`src/rtl/control_pipe.sv`:
```
// Decode and EX/MEM/WB control pipeline for a small SPARC-like core.
// Define CONTROL_PIPE_HAZARD_EN to enable load-use hazard detection and stall_o.
module control_pipe #(
   parameter int XLEN     = 32,
   parameter int RF_AW    = 5,
   parameter int ALU_OP_W = 4
) (
   input  logic                clk,
   input  logic                rst_n,
   input  logic [XLEN-1:0]     instr_i,
   input  logic                instr_valid_i,
   input  logic                hold_i,
   input  logic                flush_i,
   output logic                stall_o,
   output logic                id_branch_o,
   output logic                id_call_o,
   output logic                id_jmpl_o,
   output logic                id_target_sel_o,
   output logic                illegal_o,
   output logic                ex_valid_o,
   output logic                ex_alu_src_o,
   output logic                ex_psr_en_o,
   output logic [ALU_OP_W-1:0] ex_alu_op_o,
   output logic [XLEN-1:0]     ex_imm_o,
   output logic [RF_AW-1:0]    ex_rs1_o,
   output logic [RF_AW-1:0]    ex_rs2_o,
   output logic                mem_valid_o,
   output logic                mem_ram_en_o,
   output logic                mem_ram_rw_o,
   output logic [1:0]          mem_ram_size_o,
   output logic                wb_valid_o,
   output logic                wb_rf_le_o,
   output logic [RF_AW-1:0]    wb_rd_o,
   output logic [1:0]          wb_sel_o
);

   localparam logic [7:0] OP_ADD   = 8'h8A;
   localparam logic [7:0] OP_SUBCC = 8'h86;
   localparam logic [7:0] OP_LDUB  = 8'hC4;
   localparam logic [7:0] OP_STB   = 8'hCA;
   localparam logic [7:0] OP_BNE   = 8'h12;
   localparam logic [7:0] OP_SETHI = 8'h0B;
   localparam logic [7:0] OP_CALL  = 8'h40;
   localparam logic [7:0] OP_JMPL  = 8'h81;
   localparam logic [7:0] OP_NOP   = 8'h00;

   typedef struct packed {
      logic                valid;
      logic                alu_src;
      logic                psr_en;
      logic [ALU_OP_W-1:0] alu_op;
      logic [XLEN-1:0]     imm;
      logic [RF_AW-1:0]    rs1;
      logic [RF_AW-1:0]    rs2;
      logic                ram_en;
      logic                ram_rw;
      logic [1:0]          ram_size;
      logic                rf_le;
      logic [RF_AW-1:0]    rd;
      logic [1:0]          wb_sel;
   } ex_t;

   typedef struct packed {
      logic             valid;
      logic             ram_en;
      logic             ram_rw;
      logic [1:0]       ram_size;
      logic             rf_le;
      logic [RF_AW-1:0] rd;
      logic [1:0]       wb_sel;
   } mem_t;

   typedef struct packed {
      logic             valid;
      logic             rf_le;
      logic [RF_AW-1:0] rd;
      logic [1:0]       wb_sel;
   } wb_t;

   logic [7:0]       opcode;
   logic [RF_AW-1:0] fld_rs1;
   logic [RF_AW-1:0] fld_rs2;
   logic [RF_AW-1:0] fld_rd;
   ex_t              dec;
   logic             known;
   logic             hazard;
   logic             accept;
   ex_t              ex_d,  ex_q;
   mem_t             mem_d, mem_q;
   wb_t              wb_d,  wb_q;

   assign opcode  = instr_i[XLEN-1:XLEN-8];
   assign fld_rs1 = RF_AW'(instr_i[23:19]);
   assign fld_rs2 = RF_AW'(instr_i[18:14]);
   assign fld_rd  = RF_AW'(instr_i[4:0]);

   // ---- ID: decode ----
   always_comb begin
      dec       = '0;
      known     = 1'b1;
      dec.valid = 1'b1;
      dec.rs1   = fld_rs1;
      dec.rs2   = fld_rs2;
      dec.rd    = fld_rd;
      dec.imm   = {{(XLEN-16){instr_i[15]}}, instr_i[15:0]};
      case (opcode)
         OP_ADD: begin
            dec.rf_le = 1'b1;
         end
         OP_SUBCC: begin
            dec.alu_op = ALU_OP_W'(1);
            dec.rf_le  = 1'b1;
            dec.psr_en = 1'b1;
         end
         OP_LDUB: begin
            dec.alu_src  = 1'b1;
            dec.ram_en   = 1'b1;
            dec.ram_size = 2'b01;
            dec.rf_le    = 1'b1;
            dec.wb_sel   = 2'b01;
         end
         OP_STB: begin
            dec.alu_src  = 1'b1;
            dec.ram_en   = 1'b1;
            dec.ram_rw   = 1'b1;
            dec.ram_size = 2'b01;
         end
         OP_BNE: begin
         end
         OP_SETHI: begin
            dec.alu_op  = ALU_OP_W'(5);
            dec.alu_src = 1'b1;
            dec.imm     = XLEN'({instr_i[21:0], 10'b0});
         end
         OP_CALL: begin
            dec.alu_op = ALU_OP_W'(14);
            dec.rf_le  = 1'b1;
            dec.rd     = RF_AW'(15);
            dec.wb_sel = 2'b10;
         end
         OP_JMPL: begin
            // r0 is hardwired, so a jmpl that discards its link must not write
            dec.rf_le  = (fld_rd != '0);
            dec.wb_sel = 2'b11;
         end
         OP_NOP: begin
         end
         default: begin
            dec   = '0;
            known = 1'b0;
         end
      endcase
   end

   assign id_branch_o     = instr_valid_i & (opcode == OP_BNE);
   assign id_call_o       = instr_valid_i & (opcode == OP_CALL);
   assign id_jmpl_o       = instr_valid_i & (opcode == OP_JMPL);
   assign id_target_sel_o = instr_valid_i &
                            ((opcode == OP_BNE) | (opcode == OP_CALL) | (opcode == OP_JMPL));
   assign illegal_o       = instr_valid_i & ~known;

`ifdef CONTROL_PIPE_HAZARD_EN
   logic src_rs1;
   logic src_rs2;
   logic src_rd;
   logic ex_load;

   always_comb begin
      src_rs1 = 1'b0;
      src_rs2 = 1'b0;
      src_rd  = 1'b0;
      case (opcode)
         OP_ADD, OP_SUBCC: begin
            src_rs1 = 1'b1;
            src_rs2 = 1'b1;
         end
         OP_LDUB, OP_JMPL: begin
            src_rs1 = 1'b1;
         end
         OP_STB: begin
            // the store data register is named by the rd field
            src_rs1 = 1'b1;
            src_rd  = 1'b1;
         end
         default: begin
         end
      endcase
   end

   // only ldub sets ram_en without ram_rw
   assign ex_load = ex_q.valid & ex_q.ram_en & ~ex_q.ram_rw & (ex_q.rd != '0);
   assign hazard  = instr_valid_i & ex_load &
                    ((src_rs1 & (fld_rs1 == ex_q.rd)) |
                     (src_rs2 & (fld_rs2 == ex_q.rd)) |
                     (src_rd  & (fld_rd  == ex_q.rd)));
`else
   assign hazard = 1'b0;
`endif

   assign stall_o = hazard & ~flush_i;
   assign accept  = instr_valid_i & known & ~flush_i & ~hazard;

   // ---- ID -> EX -> MEM -> WB advance ----
   always_comb begin
      ex_d  = ex_q;
      mem_d = mem_q;
      wb_d  = wb_q;
      if (!hold_i) begin
         ex_d           = accept ? dec : '0;
         mem_d.valid    = ex_q.valid;
         mem_d.ram_en   = ex_q.ram_en;
         mem_d.ram_rw   = ex_q.ram_rw;
         mem_d.ram_size = ex_q.ram_size;
         mem_d.rf_le    = ex_q.rf_le;
         mem_d.rd       = ex_q.rd;
         mem_d.wb_sel   = ex_q.wb_sel;
         wb_d.valid     = mem_q.valid;
         wb_d.rf_le     = mem_q.rf_le;
         wb_d.rd        = mem_q.rd;
         wb_d.wb_sel    = mem_q.wb_sel;
      end
   end

   always_ff @(posedge clk or negedge rst_n) begin
      if (!rst_n) begin
         ex_q  <= '0;
         mem_q <= '0;
         wb_q  <= '0;
      end else begin
         ex_q  <= ex_d;
         mem_q <= mem_d;
         wb_q  <= wb_d;
      end
   end

   // ---- stage outputs ----
   assign ex_valid_o     = ex_q.valid;
   assign ex_alu_src_o   = ex_q.alu_src;
   assign ex_psr_en_o    = ex_q.psr_en;
   assign ex_alu_op_o    = ex_q.alu_op;
   assign ex_imm_o       = ex_q.imm;
   assign ex_rs1_o       = ex_q.rs1;
   assign ex_rs2_o       = ex_q.rs2;
   assign mem_valid_o    = mem_q.valid;
   assign mem_ram_en_o   = mem_q.ram_en;
   assign mem_ram_rw_o   = mem_q.ram_rw;
   assign mem_ram_size_o = mem_q.ram_size;
   assign wb_valid_o     = wb_q.valid;
   assign wb_rf_le_o     = wb_q.rf_le;
   assign wb_rd_o        = wb_q.rd;
   assign wb_sel_o       = wb_q.wb_sel;

endmodule
```
`config.mk`:
```
export PLATFORM = sky130hd
export DESIGN_NAME = control_pipe
export DESIGN_NICKNAME = d
export VERILOG_FILES = /design/src/rtl/control_pipe.sv
export SDC_FILE = /design/constraint.sdc
export NUM_CORES = 1
export LEC_CHECK = 0
export ABC_AREA = 1
export BUFFER_PORTS_ARGS = -buffer_cell sky130_fd_sc_hd__buf_2
export CORE_UTILIZATION = 52
export DETAILED_ROUTE_END_ITERATION = 6
export GPL_ROUTABILITY_DRIVEN = 0
export HOLD_SLACK_MARGIN = 0.1
export PLACE_DENSITY = 0.88
export SLEW_MARGIN = 0
export SYNTH_ARGS = -nofsm -noshare
export SYNTH_HDL_FRONTEND = slang
export SYNTH_SLANG_ARGS = --single-unit
```
`constraint.sdc`:
```
create_clock -name clk -period 1.9 [get_ports clk]
set_input_delay 0.38 -clock clk [delete_from_list [all_inputs] [get_ports clk]]
set_output_delay 0.38 -clock clk [all_outputs]
set_load 0.03 [all_outputs]
```
Word level (Yosys, flattened, before mapping)
Cells that the tools add are included.
- register bits after elaboration: 83
- logic and storage cells: 64
- equality and inequality tests: 8
- muxes and demuxes: 13
- bitwise operators: 11
- reduce and logical (&&, ||, !) cells: 8
- operator list (cell ; number):
    $pmux 32 s2 ; 1
    $mux 61 ; 1
    $eq 8x8->1 const B ; 5
    $reduce_or 8->1 ; 2
    $pmux 4 s3 ; 1
    $mux 10 ; 1
    $pmux 5 s2 ; 1
    $reduce_or 9->1 ; 1
    $eq 8x4->1 const B ; 1
    $eq 8x5->1 const B ; 1
    $eq 8x7->1 const B ; 1
    $logic_not 8->1 ; 1
    $and 1x1->1 ; 7
    $mux 1 ; 6
    $pmux 2 s3 ; 1
    $reduce_bool 5->1 ; 1
    $reduce_or 4->1 ; 1
    $reduce_or 3->1 ; 1
    $not 1->1 ; 2
    $or 1x1->1 ; 2
    $pmux 1 s2 ; 1
    $reduce_or 2->1 ; 1

Logic depth before layout (Yosys ltp)
Gate-level depths: netlist of run 1.
- depth in word-level cells: 6
- depth in mapped cells: 12
- gate-level depth less buffers: 11

Least setup slack after synthesis of run 1
Ideal clock, no wire load.
- path kind: input to output
- start: input instr_i[29]
- end: output illegal_o
- arrival time: 1.464 ns
- path slack: 0.056 ns
- stages: 8
- path buffers: 0
- path through: inv_1 > nand2_2 > nor2_2 > nand2_1 > nand3_1 > nor2_2 > nand2_4 > nor2_1
- cells in the longest elaborated chain, start to end: 5
- ends and longest elaborated chain (element ; line ; source):
    start: declaration ; 10 ; input logic [XLEN-1:0] instr_i,
    $eq 8x5->1, or another cell as far along ; 106 ; case (opcode)
    $reduce_or 9->1 (no line) * ; - ;
    $mux 1 * ; 106 ;
    $not 1->1 * ; 160 ; assign illegal_o = instr_valid_i & ~known;
    $and 1x1->1 * ; 160 ;
    end: declaration ; 19 ; output logic illegal_o,
Every way passes the cells marked *; elsewhere a longest branch is shown, timed or not.

Worst setup path in the final report of run 1
- start: input instr_i[26]
- end: output illegal_o
Same word-level chain as after synthesis.

==> metrics.yaml, run 1 <==
outcome: "finished, final reports clean"
drive_gt1_frac: 0.273
viasPerCell: 4.85
seq_area_frac_synth: 0.494
grt_pass1_wl_mm: 13.7
p_sw_frac: 0.242
synth.avg_cell_area_um2: 7.82
num_rows: 31
antenna_left: 0
p_leak_nw: 2.73
dieArea_um2: 7950
clock-sinks: 78
die_height_um: 89.2
timing.critical_path.buf_inv: 3
cts_tree: "yes"
worstReg2RegEnd: "ex_q[3]"
coreArea_um2: 7290
port_buffers: 103
synth.distinct_cells: 23
hold_end: "ex_rs1_o[4]"
ys_ff_latch: 78
cap_violations: 0
clkPwrFrac: 0.391
grt_antenna_before_repair: 0
rrSetupSlack_ns: 1.19
hold_violations: 0
dr.pass1.iters: 4
clock-skew-final_ns: 0.00438
worstSkewPairLatency_ns: 0.33
fin_area_um2: 4440
synth_top_cell_by_area: "dfrtp_1"
drt_iter0_markers: 173
reg2reg_from: "ex_q[3]"
nets: 599
p_int_mw: 2.33
synth_area_um2: 3950
diodes: 0
placed_area_um2: 4230
hp-class: "in2reg"
p_switching_mw: 0.744
fin_crit_sh: 0.956
postSynthCellCount: 505
wire_per_inst_um: 12.8
max_stage_delay_ns: 0.20
area_delta_synth_final_pct: 12.4
path_clk_slew_ns: 0.08
ioPinCount: 106
cts_buffer_depth: 2
min_path_cells: 3
finalSetupViolCount: 0
dp_hpwl_mm: 6.14
overflow: 0
synth_area_leaders: "dfrtp_1, nand2_1, buf_4"
clockRootBuffer: "clkbuf_8"
cp_top_family: "simple AND/OR/NAND/NOR gates"
initial_core_util: 0.542
numCtsBuffers: 9
vias: 3228
critPathCaptureType: "primary output"
drv_slew: 0
power_frac_seq: 0.541
power.density_nw_per_um2: 692
crit_top_cell: "nand2_1"
fillers: 708
synth_top_area_frac: 0.494
drc: 0
rsz0062_at_grt: "false"
crit_required_ns: 1.52
grt_pass1_vias: 3025
crit_fanout: 3
hold_start: "instr_i[23]"
die_x_um: 89.2
totalWireLength_mm: 8.52
clock.fmax_ghz: 0.550
postCtsSetupBuffers: 0
crit_chain: "buf_2, inv_1, nand2_1, nor2_1, nand2_1, nand2_1, nor2_4, nand2_4, nor2_1, clkbuf_4"
cp-start-kind: "input pin"
setup_tns_ns: 0
ys_warn_count: 0
crit_path_top_delay_cell: "clkbuf_4"
grt_max_degree: 76
p_comb_frac: 0.068
htree_levels: 3
arrival_ns: 1.44
cp.depth: 10
timing.reg2reg.worst_path_depth: 4
ir_drop_mv: 0.319
grtUsageTotal: 0.229
period_minus_slack_ns: 1.82
crit_type: "in2out"
## power groups by stage
stage	clock network, mW	registers, mW	logic, mW
after floorplan	0	1.70	0.0939
after global placement	0	1.70	0.204
after detailed placement	0	1.70	0.207
after CTS	1.23	1.66	0.210
after global routing	1.32	1.66	0.232
final	1.20	1.66	0.209
## worst max path at each step
stage	from	end
3_5_place_dp	instr_i[26]	ex_imm_o[5]
5_1_grt	instr_i[29]	illegal_o
2_1_floorplan	instr_i[29]	illegal_o
4_1_cts	instr_i[26]	illegal_o
6_report	instr_i[26]	illegal_o
3_3_place_gp	instr_i[29]	illegal_o
## layout by cell type (no fill, tap or decap), types with 3 or more instances in the layout
| cell | count |
|---|---|
| buf_12 | 3 |
| buf_2 | 101 |
| buf_4 | 7 |
| clkbuf_8 | 9 |
| clkinv_2 | 3 |
| dfrtp_1 | 78 |
| inv_1 | 28 |
| inv_2 | 3 |
| nand2_1 | 238 |
| nand2_2 | 6 |
| nand2_4 | 4 |
| nand4_1 | 9 |
| nor2_1 | 25 |
| o21ai_0 | 26 |
| o21ai_2 | 9 |
## layer usage
layer / share of wire / track usage / wire length, um
met1: 0.47 / 0.298 / 3990
met2: 0.46 / 0.368 / 3960
met3: 0.050 / 0.0526 / 427
met4: 0.016 / 0.102 / 136
met5: 0 / 0 / 0
## sequential cells by signal (all words and copies together), names as in the netlist
name            count
ex_imm_o           32
ex_q               10
mem_q               8
ex_rs1_o            5
ex_rs2_o            5
wb_rd_o             5
ex_alu_op_o         3
wb_sel_o            2
ex_alu_src_o        1
ex_psr_en_o         1
ex_valid_o          1
mem_ram_rw_o        1
mem_ram_size_o      1
mem_valid_o         1
wb_rf_le_o          1
wb_valid_o          1
## tightest hold or removal path: stages
cell and delay [ns]:
buf_2 0.07, nand2_1 0.04, nand2_1 0.05
## cell type report
class	count	area, um^2	share of cell area
Clock inverter	6	62.6	0.0141
Inverter	31	116	0.0262
Multi-Input combinational cell	329	1420	0.320
Tap cell	99	124	0.0279
Sequential cell	78	1950	0.440
Timing Repair Buffer	113	636	0.143
Clock buffer	10	128	0.0287
## cell families (layout without fill, tap and decap cells)
kind of cell,Yosys count,after routing,share of synthesized area
flops,78,78,0.494
simple gates,288,288,0.297
other cells,1,2,0.000949
compound gates,39,39,0.0589
buf+inv,99,160,0.149
## through the flow
step | total power [mW] | hold WS [ns] | cells | setup slack (ns) | utilization
floorplan | 1.79 | 0.0844 | 506 | 0.0559 | -
global placement | 1.90 | 0.363 | 649 | 0.111 | 0.580
detailed placement | 1.90 | 0.370 | 649 | 0.0419 | 0.580
CTS | 3.10 | 0.224 | 666 | 0.0647 | 0.608
global route | 3.21 | 0.239 | 666 | 0.00290 | 0.609
finish | 3.07 | 0.241 | 666 | 0.0830 | 0.609
## cells in the mapped netlist (all sizes together)
master  number
a21oi        2
o21ai       37
nand2      248
nand3        1
clkbuf       8
conb         1
dfrtp       78
buf         60
nor3         1
nand4        9
inv         31
nor2        29
## repair_timing
| action | 4_1_cts | 5_1_grt |
|---|---|---|
| hold buffers | 1 | 0 |
| setup endpoints to repair | 0 | 1 |
| resized for setup | 0 | 3 |
| endpoints found under the hold margin | 34 | 0 |
No activity file was read; power rests on OpenSTA's default activity.
==> run 2, diff against run 1 <==
RECOVER_POWER = 25   (was unset)
==> run 2 against run 1 <==
Largest cell class unchanged. Largest power group unchanged. Critical endpoint unchanged. Sequential cell count did not move. Highest routed layer unchanged. Core utilization decreased by 0.45 points. First-iteration DRC count rose by 2.9%.
==> metrics.yaml, run 2 (synthesis results as in run 1) <==
outcome: "finished, final reports clean"
gr-usage-met3: 0.0526
diodes: 0
cp-start-kind: "input pin"
mostFrequentLayoutCells: "nand2_1, buf_2, dfrtp_1, inv_1, o21ai_0"
hp-class: "in2reg"
clock-sinks: 78
cts_buffer_depth: 2
die_x_um: 89.2
antenna_left: 0
worstSkewPairLatency_ns: 0.33
vias: 3204
clockRootBuffer: "clkbuf_8"
hold_end: "ex_rs1_o[4]"
busiest_layer: "met2"
grt_pass1_vias: 3025
clock-skew-final_ns: 0.00513
drv_slew: 0
crit_fanout: 3
dieArea_um2: 7950
viasPerCell: 4.81
place_ws_ns: 0.0419
wire_per_inst_um: 12.8
p_leak_nw: 2.71
grt_max_degree: 76
ir_drop_mv: 0.319
nets: 599
drc: 0
period_minus_slack_ns: 1.81
path_clk_slew_ns: 0.08
cap_violations: 0
num_rows: 31
dr.pass1.iters: 4
crit_required_ns: 1.52
drt_iter0_markers: 178
ioPinCount: 106
critPathCaptureType: "primary output"
cts_tree: "yes"
crit_type: "in2out"
dp_hpwl_mm: 6.14
rsz0062_at_grt: "false"
tightest_slew_ns: 0.865
rrSetupSlack_ns: 1.18
hold_start: "instr_i[23]"
power.density_nw_per_um2: 694
maxSlewHeadroom: 0.423
drive_gt1_frac: 0.270
grtUsageTotal: 0.229
met1_usage: 0.298
min_path_cells: 3
arrival_ns: 1.43
worstReg2RegEnd: "wb_sel_o[0]"
finalSetupViolCount: 0
setup_tns_ns: 0
timing.reg2reg.worst_path_depth: 2
port_buffers: 103
fillers: 714
grt_pass1_wl_mm: 13.7
setup_ws_ns: 0.0851
coreArea_um2: 7290
overflow: 0
fin_crit_sh: 0.955
layout_commonest_cell: "nand2_1"
numCtsBuffers: 9
die_height_um: 89.2
area_delta_synth_final_pct: 11.6
grt_antenna_before_repair: 0
initial_core_util: 0.542
totalWireLength_mm: 8.50
use_met2: 0.368
clock.fmax_ghz: 0.551
htree_levels: 3
hold_slack_ns: 0.241
hold_violations: 0
largest_reg_flops: 32
reg2reg_from: "wb_sel_o[0]"
[run 2: changes by cell type in the layout (fill, tap and decap cells not counted)]
cell / delta
buf_12: -2
buf_2: -1
buf_4: -2
clkbuf_1: +2
clkbuf_2: +1
clkbuf_4: +2
[run 2: what timing repair did]
| action | CTS | global route |
|---|---|---|
| buffers inserted | 0 | 0 |
| hold buffers | 1 | 0 |
| hold endpoints to repair | 34 | 0 |
| endpoints found under the setup margin | 0 | 1 |
| resized for setup | 0 | 3 |
[run 2: metrics by stage]
| stage | util | power [mW] | area [um^2] | cells |
|---|---|---|---|---|
| after floorplan | - | 1.79 | 3960 | 506 |
| after global placement | 0.580 | 1.90 | 4230 | 649 |
| after detailed placement | 0.580 | 1.90 | 4230 | 649 |
| after CTS | 0.608 | 3.10 | 4430 | 666 |
| after global routing | 0.604 | 3.20 | 4410 | 666 |
| final | 0.604 | 3.06 | 4410 | 666 |
[run 2: layout make-up]
| cell class | count | area, um^2 | share of cell area |
|---|---|---|---|
| flip-flops and latches | 78 | 1950 | 0.443 |
| multi-input cells | 329 | 1420 | 0.323 |
| repair buffers | 113 | 603 | 0.137 |
| clock buffers | 10 | 128 | 0.0290 |
| well taps | 99 | 124 | 0.0281 |
| inverters | 31 | 116 | 0.0264 |
| clock inverters | 6 | 62.6 | 0.0142 |
[run 2: worst max-delay path, stage by stage]
cell and delay, ns:
buf_2 0.09, inv_1 0.04, nand2_1 0.10, nor2_1 0.07, nand2_1 0.11, nand2_1 0.12, nor2_4 0.18, nand2_4 0.07
nor2_1 0.08, clkbuf_4 0.19
[run 2: how the worst max path moves through the flow]
| stage | startpoint | to | slack (ns) |
|---|---|---|---|
| after CTS | instr_i[26] | illegal_o | 0.06 |
| after floorplan | instr_i[29] | illegal_o | 0.06 |
| after detailed placement | instr_i[26] | ex_imm_o[5] | 0.04 |
| after global routing | instr_i[29] | illegal_o | 0.003 |
| final | instr_i[26] | illegal_o | 0.09 |
| after global placement | instr_i[29] | illegal_o | 0.11 |
[run 2: routing by layer]
layer  vias to the layer above  routed length [um]
met1                      1478                3900
met3                        10                 440
met2                       109                4040
met5                         -                   0
li1                       1607                   -
met4                         0                 125
[run 2: power breakdown]
group,internal (mW),switching [mW],leakage [nW]
logic,0.0546,0.145,1.52
registers,1.66,0.00147,1.09
clock network,0.605,0.591,0.100
total,2.32,0.738,2.71
==> run 3, diff against run 2 <==
==> constraint.sdc (replaced) <==
create_clock -name clk -period 1.9 [get_ports clk]
set_input_delay 0 -clock clk [delete_from_list [all_inputs] [get_ports clk]]
set_output_delay 0 -clock clk [all_outputs]
set_load 0.03 [all_outputs]
==> run 3 against run 2 <==
Clock-buffer cell count grew 1. Core utilization grew 4.2 points. Critical path depth shrank 3. Hold slack lost 0.044 ns. Highest routed layer unchanged. Largest cell class unchanged. Power grew 4.3%. Die area is the same. Fmax grew 8.6%. First-iteration DRC count shrank 21%. Largest power group unchanged. Register-to-register slack is essentially flat.
==> metrics.yaml, run 3 (synthesis results as in run 1) <==
layout_commonest_cell: "nand2_1"
wire_per_inst_um: 13.0
dieArea_um2: 7950
power_mw: 3.19
critPathCaptureType: "flip-flop"
period_minus_slack_ns: 1.67
grtUsageTotal: 0.242
antenna_left: 0
area_delta_synth_final_pct: 19.3
viasPerCell: 4.81
die_height_um: 89.2
p_leak_nw: 2.83
postCtsSetupBuffers: 0
nets: 629
fin_area_um2: 4720
outcome: "finished, final reports clean"
clock-skew-final_ns: 0.00490
path_clk_slew_ns: 0.08
drive_gt1_frac: 0.255
ioPinCount: 106
vias: 3347
grt_pass1_wl_mm: 14.3
finalSetupViolCount: 0
hp-class: "in2reg"
arrival_ns: 1.96
ir_drop_mv: 0.343
totalWireLength_mm: 9.05
worstSkewPairLatency_ns: 0.34
num_rows: 31
clock.fmax_ghz: 0.598
hold_slack_ns: 0.197
setup_tns_ns: 0
htree_levels: 3
cp-start-kind: "input pin"
crit_type: "in2reg"
cts_tree: "yes"
rsz0062_at_grt: "false"
largest_reg_flops: 32
cts.repair.resized: 0
fin_crit_sh: 0.879
grt_max_degree: 77
overflow: 0
mostFrequentLayoutCells: "nand2_1, buf_2, dfrtp_1, dlygate4sd3_1, inv_1"
drt_iter0_markers: 141
grt_antenna_before_repair: 0
coreArea_um2: 7290
dp_hpwl_mm: 6.02
numCtsBuffers: 9
cts_buffer_depth: 2
grt_pass1_vias: 3191
fillers: 654
drv_slew: 0
drc: 0
maxSlewHeadroom: 0.429
cap_violations: 0
tightest_slew_ns: 0.857
dr.pass1.iters: 4
initial_core_util: 0.542
hold_violations: 0
die_x_um: 89.2
crit_fanout: 10
crit_required_ns: 2.19
diodes: 0
port_buffers: 103
placed_area_um2: 4180
clock-sinks: 78
clockRootBuffer: "clkbuf_8"
power.density_nw_per_um2: 676
run 3: cell count changes in the layout (fill, tap and decap cells not counted), moves of 2 or more:
cell,before,now
clkbuf_4,3,1
buf_2,100,102
clkinv_4,2,0
clkbuf_1,3,0
dlygate4sd3_1,1,34
clkbuf_8,9,11
run 3: through the flow:
stage / util / instances / setup slack, ns
after floorplan: - / 506 / 0.797
after global placement: 0.574 / 646 / 0.552
after detailed placement: 0.574 / 646 / 0.463
after CTS: 0.649 / 696 / 0.300
after global routing: 0.647 / 696 / 0.115
final: 0.647 / 696 / 0.229
run 3: worst max-delay path: stages:
cell and delay (ns):
dlygate4sd3_1 0.53, buf_2 0.12, inv_1 0.11, nor3_4 0.38, nand4_1 0.16, dlygate4sd3_1 0.59, nand2_1 0.06
run 3: final timing paths:
check | startpoint | depth (start not counted) | end | slack (ns)
min in group asynchronous | rst_n | 2 | ex_alu_src_o | 0.29
worst max-delay path | instr_valid_i | 7 | ex_q[5] | 0.23
max in group asynchronous | rst_n | 3 | ex_imm_o[31] | 0.42
worst min-delay path | instr_i[31] | 5 | ex_q[0] | 0.20
worst min register to register | ex_q[8] | 2 | mem_ram_size_o[0] | 0.47
worst max register to register | ex_q[3] | 4 | ex_q[3] | 1.17
run 3: timing repair:
action,in CTS,in global routing
setup endpoints to repair,0,0
hold endpoints to repair,129,0
hold buffers,34,0
run 3: final cells by class:
class                      instances  area [um^2]  area share
clock buffer                      11          151      0.0321
clock inverter                     5         56.3      0.0119
inverter                          31          116      0.0247
multi-input combinational        329         1420       0.300
sequential                        78         1950       0.414
tap                               99          124      0.0263
timing repair buffer             143          901       0.191
run 3: power breakdown:
group	internal [mW]	total, mW	leakage, nW	switching (mW)
registers	1.66	1.66	1.09	0.00152
clock network	0.679	1.28	0.106	0.603
logic	0.0892	0.245	1.64	0.156
total	2.43	3.19	2.83	0.760
run 3: layer usage:
layer / vias to the layer above / wire, um / track usage
met3: 20 / 546 / 0.0443
met2: 118 / 4280 / 0.386
met1: 1553 / 4020 / 0.317
li1: 1656 / - / -
met4: 0 / 208 / 0.130
met5: - / 0 / 0
